==> config.mk <==
export PLATFORM = sky130hd
export DESIGN_NAME = imm_extend_pipe
export DESIGN_NICKNAME = d
export VERILOG_FILES = /design/src/rtl/imm_extend_pipe.sv
export SDC_FILE = /design/constraint.sdc
export NUM_CORES = 1
export LEC_CHECK = 0
export CORE_MARGIN = 1
export CORE_UTILIZATION = 24
export DETAILED_ROUTE_END_ITERATION = 7
export HOLD_SLACK_MARGIN = 0.12
export PLACE_DENSITY = 0.46
export REMOVE_ABC_BUFFERS = 1
export SETUP_SLACK_MARGIN = 0.1
export SLEW_MARGIN = 20
export SYNTH_ARGS = -nofsm -noshare
export SYNTH_HDL_FRONTEND = slang
export SYNTH_SLANG_ARGS = --single-unit
==> constraint.sdc <==
create_clock -name clk -period 2 [get_ports clk]
set_clock_uncertainty 0.2 [all_clocks]
set_input_delay 0.4 -clock clk [delete_from_list [all_inputs] [get_ports clk]]
set_output_delay 0.4 -clock clk [all_outputs]
set_load 0.05 [all_outputs]
==> src/rtl/imm_extend_pipe.sv <==
// ---------------------------------------------------------------------------
// imm_extend_pipe
//
// Immediate extension stage with a 2-entry elastic output FIFO.
// Each accepted immediate is extended once, on the input side, according to
// its mode. The result is then stored and presented in acceptance order.
//
// Modes:
//   00 sign-extend
//   01 zero-extend
//   10 upper placement (low bits zero)
//   11 branch (sign-extend, then shift left by 2)
//
// Parameters:
//   IN_W   immediate width, legal range 2..30
//   OUT_W  extended width, must be >= IN_W+2
//
// Optional feature (macro IMM_EXT_CNT_EN):
//   Adds the xfer_cnt output, a saturating count of output transfers.
//
// Ports:
//   clk        rising-edge clock
//   rst_n      asynchronous active-low reset
//   in_valid   upstream offers instr/mode
//   in_ready   FIFO not full (decoded from the registered count only)
//   instr      raw immediate field
//   mode       extension mode
//   out_valid  FIFO not empty
//   out_ready  downstream accepts the head entry
//   SEout      extended immediate at the FIFO head (zero when empty)
//   xfer_cnt   output transfer count (only with IMM_EXT_CNT_EN)
// ---------------------------------------------------------------------------
module imm_extend_pipe #(
    parameter int IN_W  = 16,
    parameter int OUT_W = 32
) (
    input  logic             clk,
    input  logic             rst_n,
    input  logic             in_valid,
    output logic             in_ready,
    input  logic [IN_W-1:0]  instr,
    input  logic [1:0]       mode,
    output logic             out_valid,
    input  logic             out_ready,
    output logic [OUT_W-1:0] SEout
`ifdef IMM_EXT_CNT_EN
    ,
    output logic [15:0]      xfer_cnt
`endif
);

    localparam int PAD_W = OUT_W - IN_W;

    // Reject illegal parameter combinations at elaboration time.
    generate
        if ((IN_W < 2) || (IN_W > 30)) begin : g_bad_in_w
            $error("imm_extend_pipe: IN_W out of range 2..30");
        end
        if (OUT_W < IN_W + 2) begin : g_bad_out_w
            $error("imm_extend_pipe: OUT_W must be at least IN_W+2");
        end
    endgenerate

    // Extension of one immediate according to its mode.
    function automatic logic [OUT_W-1:0] extend_imm(
        input logic [IN_W-1:0] imm,
        input logic [1:0]      md
    );
        logic [OUT_W-1:0] sx;
        logic [OUT_W-1:0] res;
        sx = {{PAD_W{imm[IN_W-1]}}, imm};
        case (md)
            2'b00:   res = sx;
            2'b01:   res = {{PAD_W{1'b0}}, imm};
            2'b10:   res = {imm, {PAD_W{1'b0}}};
            2'b11:   res = {sx[OUT_W-3:0], 2'b00};
            default: res = sx;
        endcase
        return res;
    endfunction

    logic [OUT_W-1:0] mem_r [0:1];
    logic             head_r;
    logic             tail_r;
    logic [1:0]       count_r;
    logic [1:0]       count_nxt_s;
    logic             push_s;
    logic             pop_s;
    logic [OUT_W-1:0] ext_s;

    // Handshake decode and input-side extension.
    always_comb begin
        in_ready  = (count_r != 2'd2);
        out_valid = (count_r != 2'd0);
        push_s    = in_valid && in_ready;
        pop_s     = out_valid && out_ready;
        ext_s     = extend_imm(instr, mode);
    end

    // Head entry drives the output. It is forced to zero when the FIFO is empty.
    always_comb begin
        if (out_valid) begin
            SEout = mem_r[head_r];
        end else begin
            SEout = {OUT_W{1'b0}};
        end
    end

    // Next occupancy. Simultaneous push and pop leaves the count unchanged.
    always_comb begin
        count_nxt_s = count_r;
        case ({push_s, pop_s})
            2'b10:   count_nxt_s = count_r + 2'd1;
            2'b01:   count_nxt_s = count_r - 2'd1;
            default: count_nxt_s = count_r;
        endcase
    end

    // FIFO storage, pointers and occupancy.
    always_ff @(posedge clk or negedge rst_n) begin
        if (!rst_n) begin
            mem_r[0] <= {OUT_W{1'b0}};
            mem_r[1] <= {OUT_W{1'b0}};
            head_r   <= 1'b0;
            tail_r   <= 1'b0;
            count_r  <= 2'd0;
        end else begin
            if (push_s) begin
                mem_r[tail_r] <= ext_s;
                tail_r        <= ~tail_r;
            end
            if (pop_s) begin
                head_r <= ~head_r;
            end
            count_r <= count_nxt_s;
        end
    end

`ifdef IMM_EXT_CNT_EN
    logic [15:0] xfer_cnt_r;

    // Saturating count of output transfers, cleared only by reset.
    always_ff @(posedge clk or negedge rst_n) begin
        if (!rst_n) begin
            xfer_cnt_r <= 16'h0000;
        end else if (pop_s && (xfer_cnt_r != 16'hFFFF)) begin
            xfer_cnt_r <= xfer_cnt_r + 16'h0001;
        end else begin
            xfer_cnt_r <= xfer_cnt_r;
        end
    end

    assign xfer_cnt = xfer_cnt_r;
`endif

endmodule

Word-level counts from Yosys, hierarchy flattened --
Index checks and enable logic that the tools add are counted.
Storage, ports and cells: register bits after elaboration 68, latch bits 0, RAM bits 0, bits in read-only memories 0, input port bits 22, output and inout port bits 34, word-level logic and storage cells 35, memories 0
Operators by class: $add $sub $neg 2, $mul 0, divide/modulo/power cells 0, $lt $le $gt $ge 3, eq/ne operators 6, shifts and indexed selects 0, multiplexer cells 9, bitwise gates (word level) 4, reduce and logical (&&, ||, !) cells 6
Operator list (count):
- 32-bit 2-to-1 mux | 5
- 32-bit case mux with 4 select lines | 1
- 64-bit bitwise mux | 1
- 32-bit demux with 1-bit select | 1
- 2-bit == test, second input constant | 3
- 2-bit by 1-bit == test with 1-bit output, second input constant | 2
- 2-bit >= comparator, second input constant | 2
- 1-bit NOT with 2-bit output | 2
- 2-bit case mux with 2 select lines | 1
- 2-bit nonzero test | 2
- 1-bit logical AND | 3
- 2-bit by 1-bit adder with 2-bit output, second input constant | 1
- 2-bit logical NOT | 1
- 2-bit by 1-bit less-than comparator with 1-bit output, second input constant | 1
- 2-bit != test, second input constant | 1
- 1-bit NOT | 2
- 2-bit by 1-bit subtractor with 2-bit output, second input constant | 1

Longest topological paths before layout --
Gate-level depths: netlist of the first run.
word-level depth 6, gate-level depth with buffers 7, gate-level depth less buffers 7

Least setup slack after synthesis of the first run --
No wires, ideal clock.
path type register to output, from register head_r, to output SEout[10], arrival time 1.476 ns, data required time 1.400 ns, path slack -0.076 ns, stages on the path, launching flop included 5, cell sequence dfrtp_1 -> buf_2 -> buf_2 -> mux2i_1 -> nor2_1
Between the ends: longest elaborated chain between the ends 5
Ends and longest elaborated chain:
- start: declaration | RTL line 83 | logic head_r;
- start signal: assignment | RTL line 133 | head_r <= ~head_r;
- 1-bit NOT with 2-bit output (implied by the code) | RTL line 103 | SEout = mem_r[head_r];
- 32-bit 2-to-1 mux (implied by the code) (3 in series) | RTL line 103
- 32-bit 2-to-1 mux | RTL line 102 | if (out_valid) begin
- end: declaration | RTL line 45 | output logic [OUT_W-1:0] SEout
Every way passes these cells. The select of a mux whose other input is x is not followed.

Worst setup path after layout of the first run --
from register head_r, to output SEout[7]
The elaborated chain is that of the path after synthesis.

==> results of run 1 <==
[synthesized netlist by cell type, drive strengths merged]
master | instances | share of area [%]
a21boi | 1 | 0.21
a22o | 14 | 3.4
a2bb2oi | 30 | 7.3
and2 | 3 | 0.63
and2b | 10 | 2.2
buf | 16 | 3.5
clkbuf | 5 | 0.59
dfrtp | 68 | 47
ha | 1 | 0.35
inv | 3 | 0.31
mux2 | 35 | 14
mux2i | 32 | 8.9
nand2 | 3 | 0.31
nor2 | 36 | 4.7
nor2b | 7 | 1.2
nor3 | 2 | 0.91
nor3b | 1 | 0.52
o21ai | 14 | 2.0
or2b | 1 | 0.21
xnor2 | 3 | 0.73
xor2 | 2 | 0.49
[timing repair]
| action | in CTS | in global routing |
|---|---|---|
| endpoints found under the setup margin | 35 | 77 |
| buffers inserted | 3 | 2 |
| endpoints found under the hold margin | 68 | 0 |
| hold buffers | 1 | 0 |
| pin swaps | 5 | 1 |
| resized for setup | 12 | 39 |
[through the flow]
step                setup slack, ns  instances  hold WS (ns)  setup TNS (ns)
floorplan                     -1.20        266       -0.0956          -26.37
CTS                         -0.0756        556         0.207           -1.77
global route                 -0.107        558         0.227           -2.54
detailed placement           -0.242        536        0.0219          -10.17
finish                      -0.0593        558         0.217          -0.711
global placement             -0.226        536        0.0195          -10.49
[per-layer routing]
| layer | GRT usage, % | vias up | part of all wire [%] |
|---|---|---|---|
| met4 | 4.68 | 0 | 1.2 |
| met2 | 19.8 | 41 | 47 |
| met5 | 0 | - | 0 |
| met1 | 17.4 | 1271 | 50 |
| li1 | - | 1196 | - |
| met3 | 2.06 | 10 | 2.5 |
[cell families after synthesis]
| family | count (synthesis) | synth area share [%] |
|---|---|---|
| buffers and inverters | 24 | 4.43 |
| AO/OA/AOI/OAI | 59 | 12.9 |
| XOR/XNOR | 5 | 1.22 |
| flip-flops | 68 | 47.4 |
| adder cells (fa/ha/maj) | 1 | 0.349 |
| multiplexers | 67 | 23.0 |
| AND/OR/NAND/NOR | 63 | 10.6 |
[how the worst min path moves through the flow]
stage / endpoint / slack [ns] / from
finish: tail_r / 0.22 / rst_n
detailed placement: tail_r / 0.02 / rst_n
global route: tail_r / 0.23 / rst_n
CTS: tail_r / 0.21 / rst_n
floorplan: count_r[0] / -0.1 / rst_n
global placement: tail_r / 0.02 / rst_n
[area by class of cell]
| cell class | instances | area [sq um] | share of cell area [%] |
|---|---|---|---|
| Tap cell | 184 | 230 | 4.30 |
| Clock inverter | 5 | 28.8 | 0.537 |
| Multi-Input combinational cell | 195 | 1880 | 35.1 |
| Clock buffer | 11 | 233 | 4.34 |
| Inverter | 3 | 11.3 | 0.210 |
| Sequential cell | 68 | 1700 | 31.8 |
| Timing Repair Buffer | 92 | 1270 | 23.7 |
[state kept, by name, summed over array words and instances (netlist names)]
signal   flops
mem_r       64
count_r      2
head_r       1
tail_r       1
[worst max-delay path, stage by stage (launching register included)]
cell and delay, ns:
dfrtp_2 0.44, buf_12 0.18, mux2i_1 0.14, nor2_1 0.19
buf_12 0.17
==> impl_metrics.toml, run 1 <==
[yosys]
sequential_element_share_of_the_synthesized_area_pct = 47.4
post_synth.cell_area_avg_sq_um = 12.5
netlist-cell-type-count = 32
yosys_warnings = 0
ys_ff_latch = 68
syn_inst = 287
post_synth_instance_area_sq_mm = 0.00359

[outcome]
failed_checks = "negative setup slack"
outcome = "finished with violations"

[clock_tree]
clock-sinks = 68
worstSkewPairLatency_ns = 0.32
numCtsBuffers = 9
cts_buffer_depth = 2
clock_tree_from_tritoncts = "yes"
h-tree-depth = 3
clkSlewWorstSetupHoldPaths_ns = 0.06
clock_tree.root_cell = "clkbuf_16"

[sta]
unrepaired_setup_endpoints_after_global_routing = "true"
timing.slew.headroom_pct = 74.3
slew_viol_final = 0
worst-slew-pin-transition_ns = 0.386
setup-violations-final = 28
finalWorstPathRequiredPeriod_ns = 2.06
worst_setup_slack_after_layout_ns = -0.0593
maxClockFrequency_ghz = 0.486
timing.final.hold_violations = 0
finalCritPeriodShare_pct = 103

[worst_setup_path]
reg2reg_depth = 6
crit_arrival_ns = 1.46
r2r-start = "count_r[1]"
worst_setup_path_endpoint = "SEout[7]"
startpoint_type_of_the_worst_setup_path = "flop"
cp.required_ns = 1.40
max_fanout_on_critical_path = 17
cp-end-kind = "output port"
worst_setup_path_startpoint = "head_r"
setup.worst_path.class = "reg2out"
regToRegSetupSlack_ns = 0.15
r2r-end = "mem_r[38]"

[run]
maximum_capacitance_violations = 0

[finish]
final_instance_area_sq_mm = 0.00536
layout.cells.most_common = "dfrtp_1"
final_cell_mix = "dfrtp_1, buf_12, mux2_4, a2bb2oi_1, buf_4"
area_growth_pct = 49.3
post_route_cells_drive_above_1_share_pct = 44.4
diode_insertion_count_for_antenna_repair = 0
filler_cell_count = 1435
final_util_pct = 36.9
nNetsFinal = 392

[floorplan]
coreArea_sq_mm = 0.0145
design.portCount = 56
initial_core_util_pct = 24.7
die_area_sq_mm = 0.0154
die_x_um = 124
site_rows = 44
die_h_um = 124

[drt]
drt-initial-drc-count = 76
dr.pass1.iters = 4
detail_route.wl_per_cell_um = 16.4
routed_wl_mm = 9.15
route.antenna.remaining_nets = 0
route.detailed.drc = 0
num_vias = 2518
detail_route.vias_per_cell = 4.51

[worst_hold_path]
min-delay-path-class = "in2async"

[global_routing]
vias_in_the_first_global_route = 2794
grtUsageTotal_pct = 12.6
wire_length_of_the_first_global_routing_pass_mm = 15.3
globalRoute.totalOverflow = 0
grt_antenna_before_repair = 0
grt_max_degree = 66

[placed_design]
placedInstanceArea_sq_mm = 0.00484
port_buffers = 55
gpl.final_weighted_congestion = 0.742
post-dp-hpwl_mm = 6.57
Power of run 1 is not shown: default switching activity piles up to over one toggle a cycle in this logic, so the estimate is an artifact.
==> inputs of run 2 (changes only) <==
--- a/config.mk
+++ b/config.mk
@@ -8,6 +8,8 @@
 export CORE_MARGIN = 1
 export CORE_UTILIZATION = 24
 export DETAILED_ROUTE_END_ITERATION = 7
+export GPL_ROUTABILITY_DRIVEN = 0
+export GPL_TIMING_DRIVEN = 0
 export HOLD_SLACK_MARGIN = 0.12
 export PLACE_DENSITY = 0.46
 export REMOVE_ABC_BUFFERS = 1
==> impl_metrics.toml, run 2 (synthesis gave the netlist of run 1 again) <==
[worst_setup_path]
worst_setup_path_startpoint = "head_r"
r2r-end = "mem_r[34]"
setup.worst_path.class = "reg2out"
regToRegSetupSlack_ns = 0.06
cp-end-kind = "output port"
startpoint_type_of_the_worst_setup_path = "flop"
worst_setup_path_endpoint = "SEout[30]"
max_fanout_on_critical_path = 9
crit_arrival_ns = 1.58
cp.required_ns = 1.40
r2r-start = "count_r[0]"
reg2reg_depth = 7

[floorplan]
initial_core_util_pct = 24.7
design.portCount = 56
site_rows = 44
die_h_um = 124
die_x_um = 124
coreArea_sq_mm = 0.0145
die_area_sq_mm = 0.0154

[clock_tree]
clock_tree.root_cell = "clkbuf_16"
cts_buffer_depth = 2
numCtsBuffers = 9
clkSlewWorstSetupHoldPaths_ns = 0.06
h-tree-depth = 3
clock-sinks = 68
clock_tree_from_tritoncts = "yes"
worstSkewPairLatency_ns = 0.33

[sta]
unrepaired_setup_endpoints_after_global_routing = "true"
finalWorstPathRequiredPeriod_ns = 2.18
timing.slew.headroom_pct = 67.8
timing.final.hold_violations = 0
worst-slew-pin-transition_ns = 0.483
finalCritPeriodShare_pct = 109
worst_setup_slack_after_layout_ns = -0.178
slew_viol_final = 0
setup-violations-final = 32
maxClockFrequency_ghz = 0.459

[drt]
route.antenna.remaining_nets = 0
num_vias = 2587
route.detailed.drc = 0
detail_route.wl_per_cell_um = 18.5
drt-initial-drc-count = 86
dr.pass1.iters = 4
detail_route.vias_per_cell = 4.56
routed_wl_mm = 10.5

[placed_design]
port_buffers = 55
post-dp-hpwl_mm = 5.95

[finish]
nNetsFinal = 401
diode_insertion_count_for_antenna_repair = 0
final_util_pct = 36.5
biggestRegsByFlops = "mem_r x64, count_r x2"
area_growth_pct = 48.0
post_route_cells_drive_above_1_share_pct = 43.9
filler_cell_count = 1470
flip_flop_count_of_the_largest_register_all_copies_and_words_added = 64
layout.cells.most_common = "dfrtp_1"
multiInputGateArea_sq_mm = 0.00187
max_flop_register = "mem_r"
final_cell_mix = "dfrtp_1, buf_6, mux2_4"
area.sequential_sq_mm = 0.00171

[outcome]
failed_checks = "negative setup slack"
outcome = "finished with violations"

[run]
maximum_capacitance_violations = 0

[global_routing]
vias_in_the_first_global_route = 2904
grt_antenna_before_repair = 0
grtUsageTotal_pct = 14.3
grt_max_degree = 48
globalRoute.totalOverflow = 0
wire_length_of_the_first_global_routing_pass_mm = 16.8

[worst_hold_path]
min-delay-path-class = "reg2reg"
==> run 2: metal layers <==
metal | GRT usage [%] | vias up | share of wire (%)
li1 | - | 1220 | -
met1 | 18.9 | 1289 | 46
met2 | 23.1 | 66 | 48
met3 | 2.79 | 12 | 4.4
met4 | 5.32 | 0 | 1.6
met5 | 0 | - | 0
==> run 2: repair_timing <==
| item | CTS | global route |
|---|---|---|
| setup endpoints to repair | 100 | 63 |
| buffers inserted | 31 | 5 |
| hold buffers | 1 | 0 |
| gates cloned | 5 | 1 |
| pin swaps | 12 | 9 |
| hold endpoints to repair | 56 | 0 |
| gates resized for setup | 257 | 39 |
==> run 2: layout make-up <==
class / count / share of cell area [%]
flip-flops and latches: 68 / 32.2
multi-input cells: 197 / 35.2
well taps: 184 / 4.33
repair buffers: 99 / 22.4
clock buffers: 9 / 4.24
clock inverters: 7 / 1.27
inverters: 3 / 0.424
==> run 2: worst min path at each step <==
| stage | from | end | slack (ns) | cells after the start |
|---|---|---|---|---|
| floorplan | rst_n | count_r[0] | -0.1 | 0 |
| global placement | tail_r | tail_r | 0.28 | 1 |
| detailed placement | rst_n | count_r[1] | 0.12 | 1 |
| CTS | mem_r[33] | mem_r[33] | 0.31 | 1 |
| global route | mem_r[0] | mem_r[0] | 0.32 | 1 |
| finish | mem_r[33] | mem_r[33] | 0.30 | 1 |
==> run 2: through the flow <==
step                cells  cell area, sq um  hold slack [ns]  setup TNS (ns)  setup slack [ns]
CTS                   561              5140            0.308           -4.73            -0.194
global route          567              5310            0.316           -6.04            -0.232
floorplan             266              3440          -0.0956          -26.37             -1.20
finish                567              5310            0.305           -3.78            -0.178
detailed placement    508              4290            0.122          -71.89            -0.982
global placement      505              4220            0.280         -249.35             -1.99
==> run 2: critical path, cell delays in order, from the launching register on <==
cell	delay (ns)
dfrtp_4	0.54
buf_12	0.19
mux2i_2	0.26
nor2_1	0.06
buf_4	0.19
Power of run 2 is left out for the same reason.
==> inputs of run 3 (changes only) <==
--- a/config.mk
+++ b/config.mk
@@ -5,6 +5,7 @@
 export SDC_FILE = /design/constraint.sdc
 export NUM_CORES = 1
 export LEC_CHECK = 0
+export ABC_CLOCK_PERIOD_IN_PS = 2000
 export CORE_MARGIN = 1
 export CORE_UTILIZATION = 24
 export DETAILED_ROUTE_END_ITERATION = 7
==> results of run 3 <==
The final DEF is identical to that of run 2; final timing and power are the same.
Power of run 3 is left out for the same reason.
